## src/rtl/intersection_phase_scheduler_if.sv

```systemverilog
// Handshake bundle between the intersection scheduler and its environment:
// detector/button/override inputs and the per-approach light codes.
interface intersection_phase_scheduler_if;
  logic       ns_req;
  logic       ew_req;
  logic       ped_req;
  logic       manual_override;
  logic [1:0] manual_state;
  logic [1:0] ns_light;
  logic [1:0] ew_light;
  logic       walk;
  logic       ped_ack;
  logic [2:0] phase;

  modport master (
    output ns_req, ew_req, ped_req, manual_override, manual_state,
    input  ns_light, ew_light, walk, ped_ack, phase
  );

  modport slave (
    input  ns_req, ew_req, ped_req, manual_override, manual_state,
    output ns_light, ew_light, walk, ped_ack, phase
  );
endinterface

```

## src/rtl/intersection_phase_scheduler.sv

```systemverilog
// Two-approach intersection phase scheduler with all-red clearance and manual override.
// Optional pedestrian walk phase is built when PED_PHASE_EN is defined.
module intersection_phase_scheduler #(
  parameter int unsigned GREEN_CYCLES  = 20,
  parameter int unsigned MIN_GREEN     = 8,
  parameter int unsigned YELLOW_CYCLES = 4,
  parameter int unsigned ALLRED_CYCLES = 2,
  parameter int unsigned WALK_CYCLES   = 10
) (
  input  logic                          clk,
  input  logic                          reset,
  intersection_phase_scheduler_if.slave bus
);

  localparam int unsigned MAX_A   = (GREEN_CYCLES > MIN_GREEN) ? GREEN_CYCLES : MIN_GREEN;
  localparam int unsigned MAX_B   = (YELLOW_CYCLES > ALLRED_CYCLES) ? YELLOW_CYCLES : ALLRED_CYCLES;
  localparam int unsigned MAX_C   = (MAX_A > MAX_B) ? MAX_A : MAX_B;
  localparam int unsigned MAX_P   = (MAX_C > WALK_CYCLES) ? MAX_C : WALK_CYCLES;
  localparam int unsigned CNT_W   = $clog2(MAX_P) + 1;

  localparam logic [1:0] LIGHT_RED    = 2'b00;
  localparam logic [1:0] LIGHT_YELLOW = 2'b01;
  localparam logic [1:0] LIGHT_GREEN  = 2'b10;

  typedef enum logic [2:0] {
    S_NS_GREEN  = 3'd0,
    S_NS_YELLOW = 3'd1,
    S_ALLRED_A  = 3'd2,
    S_EW_GREEN  = 3'd3,
    S_EW_YELLOW = 3'd4,
    S_ALLRED_B  = 3'd5,
    S_PED_WALK  = 3'd6,
    S_MANUAL    = 3'd7
  } state_e;

  state_e             state_q, state_d;
  logic [CNT_W-1:0]   cnt_q, cnt_d;
  logic [CNT_W-1:0]   cnt_cap;
  logic               own_req, cross_req, demand, green_done;
  logic               walk_entry;
  logic               ped_pend_c, next_ew_c;
  logic [1:0]         ns_light_d, ew_light_d;
  logic               walk_d, ped_ack_d;

`ifdef PED_PHASE_EN
  logic ped_pend_q, ped_pend_d;
  logic next_ew_q, next_ew_d;

  assign ped_pend_c = ped_pend_q;
  assign next_ew_c  = next_ew_q;

  // Entry into the walk phase clears the latched request and records which green resumes.
  always_comb begin
    ped_pend_d = ped_pend_q | bus.ped_req;
    next_ew_d  = next_ew_q;
    if (walk_entry) begin
      ped_pend_d = 1'b0;
      next_ew_d  = (state_q == S_ALLRED_A);
    end
  end

  always_ff @(posedge clk) begin
    if (reset) begin
      ped_pend_q <= 1'b0;
      next_ew_q  <= 1'b0;
    end else begin
      ped_pend_q <= ped_pend_d;
      next_ew_q  <= next_ew_d;
    end
  end
`else
  logic unused_ped_req;

  assign unused_ped_req = bus.ped_req;
  assign ped_pend_c     = 1'b0;
  assign next_ew_c      = 1'b0;
`endif

  // State register and phase counter.
  always_ff @(posedge clk) begin
    if (reset) begin
      state_q <= S_ALLRED_B;
      cnt_q   <= '0;
    end else begin
      state_q <= state_d;
      cnt_q   <= cnt_d;
    end
  end

  // Next-state logic; override beats every normal transition.
  always_comb begin
    state_d    = state_q;
    own_req    = 1'b0;
    cross_req  = 1'b0;
    if (state_q == S_NS_GREEN) begin
      own_req   = bus.ns_req;
      cross_req = bus.ew_req;
    end else if (state_q == S_EW_GREEN) begin
      own_req   = bus.ew_req;
      cross_req = bus.ns_req;
    end
    demand     = cross_req | ped_pend_c;
    green_done = demand &&
                 ((!own_req && (cnt_q >= CNT_W'(MIN_GREEN - 1))) ||
                  (cnt_q >= CNT_W'(GREEN_CYCLES - 1)));

    unique case (state_q)
      S_NS_GREEN:  if (green_done) state_d = S_NS_YELLOW;
      S_NS_YELLOW: if (cnt_q >= CNT_W'(YELLOW_CYCLES - 1)) state_d = S_ALLRED_A;
      S_ALLRED_A:  if (cnt_q >= CNT_W'(ALLRED_CYCLES - 1))
                     state_d = ped_pend_c ? S_PED_WALK : S_EW_GREEN;
      S_EW_GREEN:  if (green_done) state_d = S_EW_YELLOW;
      S_EW_YELLOW: if (cnt_q >= CNT_W'(YELLOW_CYCLES - 1)) state_d = S_ALLRED_B;
      S_ALLRED_B:  if (cnt_q >= CNT_W'(ALLRED_CYCLES - 1))
                     state_d = ped_pend_c ? S_PED_WALK : S_NS_GREEN;
      S_PED_WALK:  if (cnt_q >= CNT_W'(WALK_CYCLES - 1))
                     state_d = next_ew_c ? S_EW_GREEN : S_NS_GREEN;
      S_MANUAL:    state_d = S_ALLRED_B;
      default:     state_d = S_ALLRED_B;
    endcase

    if (bus.manual_override) state_d = S_MANUAL;

    // Green rests with the counter pinned at the max-green threshold.
    cnt_cap = ((state_q == S_NS_GREEN) || (state_q == S_EW_GREEN)) ?
              CNT_W'(GREEN_CYCLES - 1) : '1;
    if (state_d != state_q) begin
      cnt_d = '0;
    end else if (cnt_q != cnt_cap) begin
      cnt_d = cnt_q + CNT_W'(1);
    end else begin
      cnt_d = cnt_q;
    end
  end

  assign walk_entry = (state_d == S_PED_WALK) && (state_q != S_PED_WALK);

  // Output decode of the state being entered, so lights change on the entry edge.
  always_comb begin
    ns_light_d = LIGHT_RED;
    ew_light_d = LIGHT_RED;
    walk_d     = 1'b0;
    ped_ack_d  = 1'b0;
    unique case (state_d)
      S_NS_GREEN:  ns_light_d = LIGHT_GREEN;
      S_NS_YELLOW: ns_light_d = LIGHT_YELLOW;
      S_EW_GREEN:  ew_light_d = LIGHT_GREEN;
      S_EW_YELLOW: ew_light_d = LIGHT_YELLOW;
      S_MANUAL:    ns_light_d = (bus.manual_state == 2'b11) ? LIGHT_RED : bus.manual_state;
      default:     ns_light_d = LIGHT_RED;
    endcase
`ifdef PED_PHASE_EN
    walk_d    = (state_d == S_PED_WALK);
    ped_ack_d = walk_entry;
`endif
  end

  always_ff @(posedge clk) begin
    if (reset) begin
      bus.ns_light <= LIGHT_RED;
      bus.ew_light <= LIGHT_RED;
      bus.walk     <= 1'b0;
      bus.ped_ack  <= 1'b0;
    end else begin
      bus.ns_light <= ns_light_d;
      bus.ew_light <= ew_light_d;
      bus.walk     <= walk_d;
      bus.ped_ack  <= ped_ack_d;
    end
  end

  assign bus.phase = state_q;

  // Safety: never two approaches non-red at once; walk only with all lights red.
  a_no_conflict: assert property (@(posedge clk) disable iff (reset)
    !((bus.ns_light != LIGHT_RED) && (bus.ew_light != LIGHT_RED)));
  a_walk_all_red: assert property (@(posedge clk) disable iff (reset)
    bus.walk |-> ((bus.ns_light == LIGHT_RED) && (bus.ew_light == LIGHT_RED)));

endmodule

```

## src/flat_wrapper.sv

```systemverilog
// flat-port wrapper written by rule: the top's interface ports become plain ports
module intersection_phase_scheduler_flat 
#(
  parameter int unsigned GREEN_CYCLES  = 20,
  parameter int unsigned MIN_GREEN     = 8,
  parameter int unsigned YELLOW_CYCLES = 4,
  parameter int unsigned ALLRED_CYCLES = 2,
  parameter int unsigned WALK_CYCLES   = 10
)
  (clk, reset, bus_ns_req, bus_ew_req, bus_ped_req, bus_manual_override, bus_manual_state, bus_ns_light, bus_ew_light, bus_walk, bus_ped_ack, bus_phase);
  intersection_phase_scheduler_if bus_i ();
  input  logic clk;
  input  logic reset;
  input wire logic [$bits(bus_i.ns_req)-1:0] bus_ns_req;
  input wire logic [$bits(bus_i.ew_req)-1:0] bus_ew_req;
  input wire logic [$bits(bus_i.ped_req)-1:0] bus_ped_req;
  input wire logic [$bits(bus_i.manual_override)-1:0] bus_manual_override;
  input wire logic [$bits(bus_i.manual_state)-1:0] bus_manual_state;
  output wire logic [$bits(bus_i.ns_light)-1:0] bus_ns_light;
  output wire logic [$bits(bus_i.ew_light)-1:0] bus_ew_light;
  output wire logic [$bits(bus_i.walk)-1:0] bus_walk;
  output wire logic [$bits(bus_i.ped_ack)-1:0] bus_ped_ack;
  output wire logic [$bits(bus_i.phase)-1:0] bus_phase;
  assign bus_i.ns_req = bus_ns_req;
  assign bus_i.ew_req = bus_ew_req;
  assign bus_i.ped_req = bus_ped_req;
  assign bus_i.manual_override = bus_manual_override;
  assign bus_i.manual_state = bus_manual_state;
  assign bus_ns_light = bus_i.ns_light;
  assign bus_ew_light = bus_i.ew_light;
  assign bus_walk = bus_i.walk;
  assign bus_ped_ack = bus_i.ped_ack;
  assign bus_phase = bus_i.phase;
  intersection_phase_scheduler #(.GREEN_CYCLES(GREEN_CYCLES), .MIN_GREEN(MIN_GREEN), .YELLOW_CYCLES(YELLOW_CYCLES), .ALLRED_CYCLES(ALLRED_CYCLES), .WALK_CYCLES(WALK_CYCLES)) u_core (.clk(clk), .reset(reset), .bus(bus_i));
endmodule
```

## config.mk

```make
export PLATFORM = sky130hd
export DESIGN_NAME = intersection_phase_scheduler_flat
export DESIGN_NICKNAME = d
export VERILOG_FILES = /design/src/rtl/intersection_phase_scheduler_if.sv /design/src/rtl/intersection_phase_scheduler.sv /design/src/flat_wrapper.sv
export SDC_FILE = /design/constraint.sdc
export NUM_CORES = 1
export LEC_CHECK = 0
export ABC_AREA = 1
export CORE_AREA = 2 2 63 65
export DETAILED_ROUTE_END_ITERATION = 8
export DIE_AREA = 0 0 65 67
export HOLD_SLACK_MARGIN = 0.03
export MAX_ROUTING_LAYER = met4
export PLACE_DENSITY_LB_ADDON = 0.2
export RECOVER_POWER = 50
export SYNTH_ARGS = -nofsm -noshare
export SYNTH_HDL_FRONTEND = slang
export SYNTH_SLANG_ARGS = --single-unit
```

## constraint.sdc

```tcl
create_clock -name clk -period 2.5 [get_ports clk]
set_clock_uncertainty 0.2 [all_clocks]
set_input_delay 0.5 -clock clk [delete_from_list [all_inputs] [get_ports clk]]
set_output_delay 0.5 -clock clk [all_outputs]
set_load 0.02 [all_outputs]
```

==> out/results.txt <==
Avg Cell Area, Syn: 6.96 um^2
kind of critical path: register to register
CP Data Required Time: 2.43 ns
Post-synth EDFFs: 0
max frequency: 441 MHz
Min Hold Slack: 0.433 ns
Critical Path Start Type: register
leakage: 0.577 nW
routed vias/inst: 4.38
Flop pwr share: 38.4%
die area: 4360 um^2
Crit Path Max Fanout: 7
layout cell share with drive strength beyond 1: 20.6%
initial antenna violation count: 0
hold_buf cts: 0
Critical Path Max Stage Delay: 0.41 ns
total grt overflow: 0
IO Port Bufs: 13
PostCTS Resize Cnt: 0
CP cell instances: ha_1 -> o21ai_0 -> nand2_1 -> nand3_1 -> nand2_1 -> nand2_2 -> nand2_2 -> nand3_1 -> o21ai_1 -> nor2_4 -> nand2_4 -> nor2_2
Site Rows: 22
GPL Wtd Cong: 0.805
CTS tree: yes
vias in the first global route: 856
global-route wire length before repair: 3730 um
Syn Inst Count: 152
H-tree depth: 1
Max VDD drop: 0.000257 V
largest cells by area after synthesis: dfxtp_1, nand2_1, inv_1, nor2_2, nand3_1
chip width: 65 um
final cycle utilization of the critical path: 90.6%
drt drc: 0
yosys warns: 0
top cell type's share of synthesized area: 24.6%
clock buffer count from CTS: 3
fin crit period: 2.27 ns
min-delay src: u_core.cnt_q[4]
clock sink count: 13
Logic pwr share: 32.8%
most frequent cells in the layout: nand2_1, inv_1, dfxtp_1, nand3_1, nor2_2
Critical Path AT: 2.19 ns
status: finished clean
clk root buf: clkbuf_8
worst r2r src: u_core.cnt_q[0]
All-Layer GR Usage: 11.5%
clock-pin transition on the worst setup and hold timing paths: 0.05 ns
number of routed nets with antenna violations: 0
antenna cells: 0
Total Neg Setup Slack: 0 ns
initial drt markers: 58
P per Cell Area: 503 nW/um^2
Starting Density: 29.3%
Max Transition Viols Final: 0
Clk pwr share: 28.8%
Pre-antenna DRT Iters: 6
Setup Buffers After CTS: 0
Worst Setup SP: u_core.cnt_q[0]
Seq cells post-synth: 13
CP Capture Type: register
via count: 934
routed length per instance: 9.77 um
Seq/Total Area, Yosys: 24.6%
unrepaired setup endpoints after global routing: false
Top Ports: 17
clk buf depth: 2
CORE AREA: 3610 um^2
largest net degree at the start of global routing: 11
top_reg_cell synth: dfxtp_1
final net count: 178
Final Hold Viols: 0
DP HPWL: 1670 um
DRT Wirelength: 2080 um
most common cell after layout, fill and taps aside: nand2_1
NetSw: 211 uW
cell area after synthesis: 1060 um^2
cell at the slowest stage of the critical path: dfxtp_1
cell internal pwr: 410 uW
later-pin clock latency in the skew report: 0.23 ns
worst min path class: register to register
leading area contributor after synthesis: dfxtp_1
maxcap violations: 0
DIE HEIGHT: 67 um
final setup fails: 0
Distinct cells, synth: 28
Async SR Flop Fraction: 0%
Syn-to-layout area delta: 16.8%
Sw Ratio: 34.0%
[state kept, by name, summed over array words and instances, names as in the netlist]
name,count
u_core.bus.ew_light,2
u_core.bus.ns_light,2
u_core.cnt_q,6
u_core.bus.phase,3
[worst max-delay path, delay by kind of cell (launching register included)]
family / cells / cell delay (ns)
compound gates: 2 / 0.39
fa+ha+maj: 1 / 0.28
flops: 1 / 0.41
simple gates: 9 / 0.88
[cells by family after synthesis]
family | count (synthesis) | synth area share, %
xor+xnor | 4 | 3.31
other cells | 1 | 0.355
simple gates | 89 | 45.7
compound gates | 10 | 7.34
fa+ha+maj | 4 | 4.73
flops | 13 | 24.6
buf+inv | 31 | 14.0
[cell type report]
| class | instances | area, um^2 |
|---|---|---|
| Timing Repair Buffer | 13 | 130 |
| Clock buffer | 4 | 45.0 |
| Sequential cell | 13 | 260 |
| Tap cell | 48 | 60.1 |
| Multi-Input combinational cell | 109 | 641 |
| Inverter | 26 | 98.8 |
| Fill cell | 400 | 2370 |
[Yosys cell counts, types with 2 or more instances]
master   instances
xor2_1           3
nand2_1         32
o21ai_0          3
nand4_1          5
nor3_1           4
nand2_4          2
nand3_1         11
nand2_2          6
inv_1           23
a21oi_1          2
inv_2            2
nor2_2          11
nor2_4           4
nand3_2          2
buf_4            2
ha_1             4
buf_6            3
o21ai_1          2
dfxtp_1         13
nor2_1          10
[power by group through the flow]
stage	sequential (mW)	combinational [mW]	clock (mW)
floorplan	0.248	0.156	0
global placement	0.243	0.209	0
detailed placement	0.243	0.210	0
CTS	0.239	0.211	0.187
global route	0.242	0.229	0.202
finish	0.239	0.204	0.179
[worst paths after layout]
check / endpoint / slack, ns / cells past startpoint
hold / removal: u_core.cnt_q[4] / 0.43 / 4
setup reg to reg: u_core.cnt_q[5] / 0.23 / 12
hold reg to reg: u_core.cnt_q[4] / 0.43 / 4
setup / recovery: u_core.cnt_q[5] / 0.23 / 12
[per-layer routing]
layer	track usage, %	part of all wire, %	vias up
met3	1.35	1.9	4
met1	14.7	50	422
met4	7.45	1.8	0
met2	17.1	46	14
li1	-	-	494
met5	-	0	-
[through the flow]
stage               worst slack, ns  cell area (um^2)  cells  util (%)  power (mW)
global route                 0.0350              1230    213      34.2       0.673
global placement              0.199              1200    209      33.3       0.452
floorplan                     0.598              1060    153         -       0.404
finish                        0.234              1230    213      34.2       0.621
CTS                           0.305              1250    213      34.6       0.637
detailed placement            0.178              1200    209      33.3       0.453
Power figures use the tool's default switching activity.
